**config.mk**
```make
export PLATFORM = sky130hd
export DESIGN_NAME = uart_rx_axis_packer
export DESIGN_NICKNAME = d
export VERILOG_FILES = /design/src/rtl/uart_rx_axis_packer.sv
export SDC_FILE = /design/constraint.sdc
export NUM_CORES = 1
export LEC_CHECK = 0
export CORE_MARGIN = 3
export CORE_UTILIZATION = 59
export CTS_CLUSTER_SIZE = 8
export DETAILED_ROUTE_END_ITERATION = 8
export PLACE_DENSITY = 0.85
export SETUP_SLACK_MARGIN = 0.2
export SLEW_MARGIN = 20
export SYNTH_ARGS = -nofsm -noshare
export SYNTH_HDL_FRONTEND = slang
export SYNTH_SLANG_ARGS = --single-unit
```
**constraint.sdc**
```tcl
create_clock -name clk -period 2.7 [get_ports clk]
set_input_delay 0.675 -clock clk [delete_from_list [all_inputs] [get_ports clk]]
set_output_delay 0.675 -clock clk [all_outputs]
set_load 0.02 [all_outputs]
```
**src/rtl/uart_rx_axis_packer.sv**
```systemverilog
// Packs uart_rec byte strobes into an AXI-Stream master: bytes are held back one at a time so the
// packet-ending byte (idle timeout or MAX_PKT reached) can be tagged last before it enters the FIFO.
module uart_rx_axis_packer #(
    parameter int WIDTH     = 8,
    parameter int DEPTH     = 8,
    parameter int CLK_RATE  = 50000000,
    parameter int BAUD      = 115200,
    parameter int IDLE_BITS = 20,
    parameter int MAX_PKT   = 16
) (
    input  logic                     clk,
    input  logic                     rst,
    input  logic [WIDTH-1:0]         rx_data,
    input  logic                     rx_valid,
    output logic [WIDTH-1:0]         m_axis_data,
    output logic                     m_axis_valid,
    input  logic                     m_axis_ready,
    output logic                     m_axis_last,
    output logic [$clog2(DEPTH):0]   fifo_count,
    output logic                     overflow
);

    localparam int AW      = $clog2(DEPTH);
    localparam int CW      = AW + 1;
    localparam int BIT_CYC = CLK_RATE / BAUD;
    localparam int T_IDLE  = IDLE_BITS * BIT_CYC;
    localparam int TW      = $clog2(T_IDLE + 1);
    localparam int NW      = $clog2(MAX_PKT + 1);

    typedef enum logic [1:0] {S_IDLE, S_HOLD, S_FLUSH} state_t;

    state_t            r_state;
    logic [WIDTH-1:0]  r_pend_data;
    logic [NW-1:0]     r_pkt_cnt;
    logic [TW-1:0]     r_timer;
    logic              r_push_vld_p1;
    logic              r_push_last_p1;
    logic [WIDTH-1:0]  r_push_data_p1;

    logic [WIDTH:0]    r_mem [DEPTH];
    logic [AW-1:0]     r_wr_ptr;
    logic [AW-1:0]     r_rd_ptr;
    logic [CW-1:0]     r_count;
    logic              r_overflow;

    logic              w_expire;
    logic [NW-1:0]     w_cnt_inc;
    logic              w_pop;
    logic              w_full;
    logic              w_wr;
    logic [WIDTH:0]    w_head;

    // Timer counts idle cycles since the pending byte was captured; reaching T ends the packet.
    assign w_expire  = (r_timer == TW'(T_IDLE - 1));
    assign w_cnt_inc = r_pkt_cnt + NW'(1);

    always_ff @(posedge clk or posedge rst) begin
        if (rst) begin
            r_state        <= S_IDLE;
            r_pend_data    <= '0;
            r_pkt_cnt      <= '0;
            r_timer        <= '0;
            r_push_vld_p1  <= 1'b0;
            r_push_last_p1 <= 1'b0;
            r_push_data_p1 <= '0;
        end else begin
            r_push_vld_p1 <= 1'b0;
            case (r_state)
                S_IDLE: begin
                    if (rx_valid) begin
                        r_pend_data <= rx_data;
                        r_pkt_cnt   <= NW'(1);
                        r_timer     <= '0;
                        if (MAX_PKT == 1) begin
                            r_push_vld_p1  <= 1'b1;
                            r_push_last_p1 <= 1'b1;
                            r_push_data_p1 <= rx_data;
                            r_pkt_cnt      <= '0;
                        end else begin
                            r_state <= S_HOLD;
                        end
                    end
                end
                S_HOLD: begin
                    if (w_expire) begin
                        r_push_vld_p1  <= 1'b1;
                        r_push_last_p1 <= 1'b1;
                        r_push_data_p1 <= r_pend_data;
                        if (rx_valid) begin
                            r_pend_data <= rx_data;
                            r_pkt_cnt   <= NW'(1);
                            r_timer     <= '0;
                        end else begin
                            r_pkt_cnt <= '0;
                            r_state   <= S_IDLE;
                        end
                    end else if (rx_valid) begin
                        r_push_vld_p1  <= 1'b1;
                        r_push_last_p1 <= 1'b0;
                        r_push_data_p1 <= r_pend_data;
                        r_pend_data    <= rx_data;
                        r_pkt_cnt      <= w_cnt_inc;
                        r_timer        <= '0;
                        if (w_cnt_inc == NW'(MAX_PKT))
                            r_state <= S_FLUSH;
                    end else begin
                        r_timer <= r_timer + TW'(1);
                    end
                end
                S_FLUSH: begin
                    // Pending byte completed a full packet; a byte arriving now starts the next one.
                    r_push_vld_p1  <= 1'b1;
                    r_push_last_p1 <= 1'b1;
                    r_push_data_p1 <= r_pend_data;
                    if (rx_valid) begin
                        r_pend_data <= rx_data;
                        r_pkt_cnt   <= NW'(1);
                        r_timer     <= '0;
                        r_state     <= S_HOLD;
                    end else begin
                        r_pkt_cnt <= '0;
                        r_state   <= S_IDLE;
                    end
                end
                default: r_state <= S_IDLE;
            endcase
        end
    end

    // FIFO stage: a push into a full FIFO is only accepted when a pop frees a slot the same cycle.
    assign w_pop  = (r_count != '0) && m_axis_ready;
    assign w_full = (r_count == CW'(DEPTH));
    assign w_wr   = r_push_vld_p1 && (!w_full || w_pop);

    always_ff @(posedge clk) begin
        if (w_wr)
            r_mem[r_wr_ptr] <= {r_push_last_p1, r_push_data_p1};
    end

    always_ff @(posedge clk or posedge rst) begin
        if (rst) begin
            r_wr_ptr   <= '0;
            r_rd_ptr   <= '0;
            r_count    <= '0;
            r_overflow <= 1'b0;
        end else begin
            if (w_wr)
                r_wr_ptr <= r_wr_ptr + AW'(1);
            if (w_pop)
                r_rd_ptr <= r_rd_ptr + AW'(1);
            case ({w_wr, w_pop})
                2'b10:   r_count <= r_count + CW'(1);
                2'b01:   r_count <= r_count - CW'(1);
                default: r_count <= r_count;
            endcase
            if (r_push_vld_p1 && !w_wr)
                r_overflow <= 1'b1;
        end
    end

    // Head entry is gated by valid so reset and empty both present all-zero outputs.
    assign w_head       = r_mem[r_rd_ptr];
    assign m_axis_valid = (r_count != '0);
    assign m_axis_data  = m_axis_valid ? w_head[WIDTH-1:0] : '0;
    assign m_axis_last  = m_axis_valid ? w_head[WIDTH] : 1'b0;
    assign fifo_count   = r_count;
    assign overflow     = r_overflow;

endmodule

```
Word-level counts from Yosys, hierarchy flattened. Memory sizes are Yosys's and may differ from the RTL's. Index checks and enable logic that the tools add are counted.

$add $sub $neg: 6. Equal/unequal tests: 11. Multiplexer cells: 30. Reduce and logical (&&, ||, !) cells: 18.

Operators with widths (number): two-way mux 14 bit (3); one-hot mux 14 bit (2 select lines) (1); two-way mux 8 bit (3); one-hot mux 8 bit (2 select lines) (1); two-way mux 5 bit (3); one-hot mux 5 bit (3 select lines) (1); adder 14 x 1 -> 14 bit, second input constant (1); equality test 14 bit, second input constant (1); two-way mux 2 bit (5); two-way mux 1 bit (9); != test 3 bit, second input constant (3); one-hot mux 4 bit (2 select lines) (1); adder 3 x 1 -> 3 bit, second input constant (2); one-hot mux 2 bit (3 select lines) (1); nonzero test 2 bit (3); adder 5 x 1 -> 5 bit, second input constant (1); equality test 5 bit, second input constant (1); adder 4 x 1 -> 4 bit, second input constant (1); equality test 2 x 1 -> 1 bit, second input constant (2); equality test 2 bit, second input constant (2); equality test 4 bit, second input constant (1); one-hot mux 1 bit (2 select lines) (2); AND reduction 2 bit (2); AND reduction 4 bit (1); other kinds (11) (14).

Register bits: 50. Memory bits (writable): 72. Input bits: 12. Output and inout bits: 15. Logic and storage cells: 77. Memories: 1.

Memory list: r_mem (words 8, bits a word 9, read ports 1, clocked after memory_dff 0, wr ports 1, line 40) `logic [WIDTH:0] r_mem [DEPTH];`.

Longest topological paths before layout. Gate-level depths: netlist (run 1).

Depth after elaboration: 6. Depth in mapped cells: 9. Gate-level depth less buffers: 9.

Worst setup path before layout (run 1). OpenSTA, ideal clock, no wires.

Path kind: flip-flop to flip-flop. Start: reg r_count[0] (netlist: fifo_count[0]). End: reg r_count[3] (netlist: fifo_count[3]). Setup time: 0.080 ns. Arrival time: 2.533 ns. Data required time: 2.620 ns. Setup slack: 0.087 ns. Cell stages (with the launch flop): 10. Path buffers: 0. Period minus slack after synthesis: 2.613 ns. Path through: dfrtp_1 > nor4_2 > inv_2 > nand3_1 > inv_1 > ha_1 > a21o_1 > a21oi_1 > mux2i_1 > xor2_1.

Longest elaborated chain between the ends: 6. Elaborated cells on any way between the ends: 12. Those cells by class: add/sub (2); eq/ne (3); mux (1); reduce/logical (6).

RTL lines: from (decl) (line 43) `logic [CW-1:0] r_count;`; from (signal assigned) (line 152) `2'b10: r_count <= r_count + CW'(1);`; from (signal assigned) (line 153) `2'b01: r_count <= r_count - CW'(1);`; from (signal assigned) (line 154) `default: r_count <= r_count;`; nonzero test 4 bit *; named net m_axis_valid (line 16) `output logic m_axis_valid,`; logical AND 1 bit * (line 131) `assign w_pop = (r_count != '0) && m_axis_ready;`; logical OR 1 bit (line 133) `assign w_wr = r_push_vld_p1 && (!w_full || w_pop);`; logical AND 1 bit (line 133); equality test 2 x 1 -> 1 bit or equality test 2 bit (tied branches) (line 151) `case ({w_wr, w_pop})`; one-hot mux 4 bit (2 select lines) or nonzero test 2 bit (tied branches).

Mark *: on every way through the listed nets, which the timed path passes. The rest lies on a longest branch. A chain may end at the register's enable or synchronous reset.

Worst setup path in the final report (run 1).
Start: reg r_rd_ptr[0]. End: out m_axis_data[3].

Longest elaborated chain between the ends: 2.

RTL lines: from (decl) (line 42) `logic [AW-1:0] r_rd_ptr;`; from (signal assigned) (line 150) `r_rd_ptr <= r_rd_ptr + AW'(1);`; memory (8 x 9 bit); two-way mux 8 bit (line 164) `assign m_axis_data = m_axis_valid ? w_head[WIDTH-1:0] : '0;`; to (decl) (line 15) `output logic [WIDTH-1:0] m_axis_data,`.

No other way between the ends.

==> results.py, run 1 <==
metrics = {
    "outcome": {
        "outcome": "finished with violations",
        "violations": "setup timing",
    },
    "timing": {
        "final_max_slew_viol_count": 0,
        "fmaxAchievable_ghz": 0.364,
        "fin_worst_skew_ns": 0.00954,
        "timing.slew.headroom_pct": 58.1,
        "timing.final.setup_violations": 6,
        "period_minus_slack_ns": 2.75,
        "setup_repair_after_global_routing_missed_its_margin": "true",
        "max_slew.worst_pin.slew_ns": 0.628,
        "setup_slack_ns": -0.0507,
        "min_period_over_period_pct": 102,
        "final-hold-violation-count": 0,
    },
    "route": {
        "drc_violations_left": 0,
        "wirelength_um": 11100,
        "route.vias.total": 3226,
        "dr.first_iter.drc_count": 188,
        "drt_first_pass_iters": 5,
        "drtAntennaViolNets": 0,
        "routed_via_density": 5.91,
        "drt-wirelength-per-cell_um": 20.3,
    },
    "setup_path": {
        "crit_fanout": 10,
        "criticalPathCategory": "reg -> out",
        "startpoint_type": "flop",
        "setup.worst_path.end_class": "output pin",
        "cp.arrival_ns": 2.08,
        "endpoint_required_time_on_the_critical_path_ns": 2.03,
    },
    "min_path": {
        "hold_path.class": "reg -> reg",
    },
    "cts": {
        "root_buffer": "sky130_fd_sc_hd__clkbuf_8",
        "cts.clk_slew.worst_paths_ns": 0.06,
        "numCtsBuffers": 17,
        "cts_tree": "done",
        "htree_num_levels": 4,
        "maximum_number_of_buffers_from_clock_root_to_sink": 2,
        "clkSinkCount": 122,
        "clk-insertion-delay-late_ns": 0.52,
    },
    "synth": {
        "ys_seq_elements": 122,
        "synth.top_cells.by_area": "sky130_fd_sc_hd__edfxtp_1, sky130_fd_sc_hd__dfrtp_1, sky130_fd_sc_hd__mux4_2, sky130_fd_sc_hd__mux2_2, sky130_fd_sc_hd__ha_1",
        "synth_area_leader_cell": "sky130_fd_sc_hd__edfxtp_1",
        "number_of_standard_cells_after_synthesis": 361,
        "synth_largest_type_area_fraction_pct": 40.4,
        "postSynth.asyncResetShare_pct": 41.0,
        "synth_seq_area_share_pct": 63.8,
        "yosys.cell_types.count": 51,
        "yosys_most_used_dff": "sky130_fd_sc_hd__edfxtp_1",
        "synth_area_mm2": 0.00535,
        "synth_area_per_cell_um2": 14.8,
        "syn_nets": 386,
        "synth-edff-count": 72,
        "synthesis.yosys.warnings": 0,
    },
    "pwr": {
        "leakage_nw": 2.54,
        "total_power_mw": 7.59,
        "worst_ir_drop_vdd_mv": 0.551,
        "power_density_mw_per_mm2": 1160,
    },
    "floorplanning": {
        "row_count": 34,
        "die_w_um": 101,
        "initial_utilization_pct": 61.0,
        "core_area_mm2": 0.00876,
        "dieHeight_um": 101,
        "io_pins": 27,
        "die-area_mm2": 0.0102,
    },
    "layout": {
        "insertedDiodeCount": 0,
        "finish.cell_count_without_fillers": 546,
        "post_route_cells_drive_above_1_share_pct": 28.1,
        "num-fill-cells": 534,
        "final_nets": 450,
        "most-common-layout-cells": "sky130_fd_sc_hd__edfxtp_1, sky130_fd_sc_hd__dfrtp_1, sky130_fd_sc_hd__nor2_1",
        "final_standard_cell_utilization_of_the_core_pct": 74.7,
        "final_common_cell": "sky130_fd_sc_hd__edfxtp_1",
        "layout-area-overhead-vs-synth_pct": 22.5,
    },
    "global_routing": {
        "globalRouteTotalUtil_pct": 24.0,
        "grt_antenna_before_repair": 0,
        "overflow": 0,
        "vias_in_the_first_global_route": 3416,
        "wire_length_of_the_first_global_routing_pass_um": 17900,
        "grt_max_degree": 51,
    },
    "placed_design": {
        "dp.final_hpwl_um": 6640,
        "globalplace.congestion": 0.810,
        "dp.cells": 505,
        "port_buffers": 26,
        "place_ws_ns": 0.132,
    },
    "job": {
        "max_cap_viol_count": 0,
    },
}
[metal layers]
layer	wire length, um	part of all wire, %	track usage [%]	vias up
li1	-	-	-	1490
met1	4200	38	27.9	1602
met2	5960	54	42.1	108
met3	680	6.1	6.61	26
met4	237	2.1	9.71	0
met5	0	0	0	-
[worst paths after layout]
path | start | endpoint | slack (ns) | cells past startpoint
min in group asynchronous | rst | r_wr_ptr[0]$_DFFE_PP0P_ | 0.65 | 3
max reg2reg | fifo_count[0]$_DFFE_PP0P_ | fifo_count[3]$_DFFE_PP0P_ | 0.35 | 10
min reg2reg | overflow$_DFFE_PP0P_ | overflow$_DFFE_PP0P_ | 0.48 | 1
max in group asynchronous | rst | fifo_count[1]$_DFFE_PP0P_ | 1.62 | 3
max | r_rd_ptr[0]$_DFFE_PP0N_ | m_axis_data[3] | -0.05 | 6
min | overflow$_DFFE_PP0P_ | overflow$_DFFE_PP0P_ | 0.48 | 1
[state kept, by name, summed over array words and instances (netlist names)]
name	flops
r_timer	14
r_pkt_cnt	5
r_pend_data	8
r_push_data_p1	8
r_state	2
r_rd_ptr	3
r_push_last_p1	1
overflow	1
fifo_count	4
r_mem	72
r_wr_ptr	3
r_push_vld_p1	1
[where the power goes]
group	switching (mW)	internal, mW
registers	0.418	2.48
logic	1.23	1.31
clock network	0.843	1.31
total	2.49	5.10
[stage by stage]
stage	hold WS, ns	cell area (um2)	setup TNS (ns)
after global placement	0.461	5880	0
after floorplan	0.454	5360	0
after detailed placement	0.473	5880	0
after global routing	0.503	6550	-0.838
final	0.479	6550	-0.157
after CTS	0.486	6540	-0.328
[synth_stat cells (3+ instances only)]
library cell	number
sky130_fd_sc_hd__xor2_1	9
sky130_fd_sc_hd__nor4_2	3
sky130_fd_sc_hd__nand3_1	11
sky130_fd_sc_hd__dfrtp_1	50
sky130_fd_sc_hd__mux2_2	18
sky130_fd_sc_hd__ha_1	12
sky130_fd_sc_hd__xnor2_1	10
sky130_fd_sc_hd__buf_2	3
sky130_fd_sc_hd__edfxtp_1	72
sky130_fd_sc_hd__nand2b_1	4
sky130_fd_sc_hd__nor2_1	35
sky130_fd_sc_hd__nand4_1	5
sky130_fd_sc_hd__inv_1	12
sky130_fd_sc_hd__nand2_1	20
sky130_fd_sc_hd__a31oi_1	3
sky130_fd_sc_hd__or3_1	3
sky130_fd_sc_hd__o21ai_0	7
sky130_fd_sc_hd__clkbuf_1	5
sky130_fd_sc_hd__mux2_1	3
sky130_fd_sc_hd__mux2i_1	12
sky130_fd_sc_hd__mux4_2	18
sky130_fd_sc_hd__nor3_1	5
sky130_fd_sc_hd__a21oi_1	5
[critical path, cell delays in order (launching register included)]
cell	delay, ns
sky130_fd_sc_hd__dfrtp_2	0.42
sky130_fd_sc_hd__buf_12	0.16
sky130_fd_sc_hd__buf_4	0.12
sky130_fd_sc_hd__mux4_2	0.49
sky130_fd_sc_hd__mux2i_1	0.16
sky130_fd_sc_hd__nor2_1	0.05
sky130_fd_sc_hd__buf_2	0.15
[logic make-up (layout without fill, tap and decap cells)]
group / Yosys count / in the layout / share of synthesized area [%]
XOR/XNOR: 19 / 19 / 3.11
multiplexers: 51 / 51 / 14.3
AND/OR/NAND/NOR: 100 / 100 / 9.60
flip-flops: 122 / 122 / 63.8
AO/OA/AOI/OAI: 31 / 31 / 3.91
buffers and inverters: 25 / 102 / 2.11
adder cells (fa/ha/maj): 13 / 13 / 3.18
[cell type report]
class	instances	area (um2)	share of cell area [%]
multi-input combinational	214	1840	28.0
clock inverter	15	149	2.27
inverter	13	48.8	0.745
timing repair buffer	57	548	8.37
clock buffer	17	414	6.32
sequential	122	3420	52.2
tap	108	135	2.06
[repair_timing]
item,in CTS,in global routing
hold endpoints to repair,0,0
hold buffers,0,0
gates resized for setup,46,2
setup endpoints to repair,11,10
setup buffers,7,0
pin swaps,1,1
gates cloned,2,0
(Power assumes the default switching activity.)
==> inputs of run 2 (changes only) <==
- CORE_UTILIZATION: 59 -> 35
- GPL_TIMING_DRIVEN: not set -> 0
- PLACE_DENSITY: 0.85 -> 0.58
==> results.py, run 2 (synthesized netlist as in run 1, its figures left out) <==
metrics = {
    "setup_path": {
        "criticalPathCategory": "reg -> out",
        "timing.critical_path.slowest_stage_cell": "sky130_fd_sc_hd__mux4_2",
        "minimum_setup_slack_among_reg_to_reg_paths_ns": 0.39,
        "timing.critical_path.slowest_cell_delay_ns": 0.50,
        "setup.worst_path.end_class": "output pin",
        "startpoint_type": "flop",
        "crit-reg2reg-capture": "r_timer[13]$_DFFE_PP0N_",
        "worst_r2r_path_depth": 6,
        "cp.buffers_inverters": 3,
        "timing.critical_path.cells": "buf_12 > buf_12 > mux4_2 > mux2i_1 > nor2_1 > buf_4",
        "crit_fanout": 5,
        "cp.arrival_ns": 1.97,
        "endpoint_required_time_on_the_critical_path_ns": 2.03,
        "timing.critical_path.mode_cell": "sky130_fd_sc_hd__buf_12",
        "worstReg2RegStart": "r_state[1]$_DFFE_PP0P_",
        "timing.critical_path.max_delay_family": "multiplexers",
    },
    "layout": {
        "layout-area-overhead-vs-synth_pct": 24.3,
        "largest_registers": "r_mem: 72 flops, r_timer: 14 flops",
        "most-common-layout-cells": "sky130_fd_sc_hd__edfxtp_1, sky130_fd_sc_hd__dfrtp_1, sky130_fd_sc_hd__nor2_1",
        "insertedDiodeCount": 0,
        "area.sequential_mm2": 0.00341,
        "post_route_cells_drive_above_1_share_pct": 26.2,
        "num-fill-cells": 1311,
        "largest_register_ffs": 72,
        "regMostFlops": "r_mem",
        "final_standard_cell_utilization_of_the_core_pct": 45.0,
        "multiInputGateArea_mm2": 0.00189,
        "finish.cell_count_without_fillers": 611,
        "final_cell_area_mm2": 0.00665,
        "final_nets": 439,
        "final_common_cell": "sky130_fd_sc_hd__edfxtp_1",
    },
    "floorplanning": {
        "die-area_mm2": 0.0168,
        "die_w_um": 130,
        "initial_utilization_pct": 36.2,
        "dieHeight_um": 130,
        "row_count": 44,
        "core_area_mm2": 0.0148,
        "io_pins": 27,
    },
    "cts": {
        "cts.clk_slew.worst_paths_ns": 0.06,
        "postCtsHoldBufs": 0,
        "clk-insertion-delay-late_ns": 0.41,
        "numCtsBuffers": 17,
        "maximum_number_of_buffers_from_clock_root_to_sink": 2,
        "htree_num_levels": 4,
        "clkSinkCount": 122,
        "cts_tree": "done",
        "root_buffer": "sky130_fd_sc_hd__clkbuf_16",
    },
    "placed_design": {
        "port_buffers": 26,
        "globalplace.congestion": 0.780,
        "placed_cell_area_mm2": 0.00588,
        "dp.cells": 573,
        "dp.final_hpwl_um": 6690,
    },
    "route": {
        "drtAntennaViolNets": 0,
        "drt_first_pass_iters": 4,
        "drt-wirelength-per-cell_um": 16.7,
        "drc_violations_left": 0,
        "routed_via_density": 5.06,
        "wirelength_um": 10200,
        "dr.first_iter.drc_count": 238,
        "route.vias.total": 3089,
    },
    "timing": {
        "min_period_over_period_pct": 98.0,
        "max_slew.worst_pin.slew_ns": 0.809,
        "setup_repair_after_global_routing_missed_its_margin": "true",
        "period_minus_slack_ns": 2.65,
        "timing.slew.headroom_pct": 46.0,
        "fmaxAchievable_ghz": 0.378,
        "final-hold-violation-count": 0,
        "final_max_slew_viol_count": 0,
        "timing.final.setup_violations": 0,
        "fin_worst_skew_ns": 0.00784,
    },
    "min_path": {
        "min_to": "r_push_data_p1[7]$_DFFE_PP0P_",
        "hold_path.startpoint": "r_pend_data[7]$_DFFE_PP0P_",
        "min_path_cells": 1,
        "hold_path.class": "reg -> reg",
    },
    "pwr": {
        "power_density_mw_per_mm2": 1140,
        "worst_ir_drop_vdd_mv": 0.479,
        "leakage_nw": 2.51,
    },
    "global_routing": {
        "globalRouteTotalUtil_pct": 13.2,
        "vias_in_the_first_global_route": 3164,
        "grt_max_degree": 30,
        "grt_antenna_before_repair": 0,
        "wire_length_of_the_first_global_routing_pass_um": 16700,
        "overflow": 0,
    },
    "outcome": {
        "outcome": "completed",
    },
    "job": {
        "max_cap_viol_count": 0,
    },
}
run 2: cell types whose count changed in the layout (fill, tap and decap cells not counted), moves of 4 or more:
cell,before,now
sky130_fd_sc_hd__clkinv_4,1,5
sky130_fd_sc_hd__clkinvlp_4,4,0
sky130_fd_sc_hd__buf_2,6,1
sky130_fd_sc_hd__buf_4,27,12
sky130_fd_sc_hd__nor2_4,0,5
sky130_fd_sc_hd__nor2_1,35,29
run 2: area by class of cell:
type / instances / area share (%)
Sequential cell: 122 / 51.4
Clock buffer: 17 / 6.40
Tap cell: 184 / 3.46
Multi-Input combinational cell: 214 / 28.5
Clock inverter: 15 / 2.49
Buffer: 12 / 1.64
Inverter: 13 / 0.734
Timing Repair Buffer: 34 / 5.44
run 2: repair_timing:
action	CTS	global route
endpoints found under the hold margin	0	0
gates resized for setup	68	9
buffers inserted	5	0
gates cloned	1	0
setup endpoints to repair	74	82
pin swaps	3	1
run 2: how the worst max path moves through the flow:
stage,start,endpoint,cells past startpoint
after floorplan,fifo_count[0]$_DFFE_PP0P_,fifo_count[3]$_DFFE_PP0P_,9
after global placement,m_axis_ready,r_mem[1][1]$_DFFE_PP_,5
after detailed placement,r_rd_ptr[1]$_DFFE_PP0N_,m_axis_data[7],6
after CTS,m_axis_ready,r_mem[5][4]$_DFFE_PP_,5
after global routing,r_rd_ptr[0]$_DFFE_PP0N_,m_axis_data[2],6
final,r_rd_ptr[0]$_DFFE_PP0N_,m_axis_data[7],6
run 2: report_power, final:
group,switching (mW),internal [mW],total (mW)
sequential,0.383,2.47,2.86
combinational,1.22,1.24,2.46
clock,0.848,1.38,2.22
total,2.45,5.09,7.54
run 2: layer usage:
| metal | part of all wire, % | GRT usage, % | routed length, um | up-vias |
|---|---|---|---|---|
| met4 | 1.5 | 4.95 | 152 | 0 |
| li1 | - | - | - | 1467 |
| met1 | 44 | 16.9 | 4480 | 1549 |
| met2 | 51 | 21.4 | 5170 | 58 |
| met3 | 3.8 | 3.96 | 384 | 15 |
| met5 | 0 | 0 | 0 | - |
run 2: through the flow:
stage / setup WS, ns / total power, mW / hold slack, ns / setup TNS, ns
2_1_floorplan: 0.277 / 4.36 / 0.454 / 0
6_report: 0.0545 / 7.54 / 0.483 / 0
4_1_cts: -0.0307 / 7.62 / 0.492 / -0.455
3_5_place_dp: -0.624 / 5.17 / 0.479 / -36.92
3_3_place_gp: -0.848 / 5.07 / 0.469 / -54.28
5_1_grt: -0.0315 / 7.99 / 0.505 / -0.0730
run 2: worst register-to-register path: cells and delay by family, from the launching register on:
kind	cells	cell delay [ns]
adder cells (fa/ha/maj)	1	0.29
XOR/XNOR	1	0.17
AND/OR/NAND/NOR	4	1.29
flip-flops	1	0.43
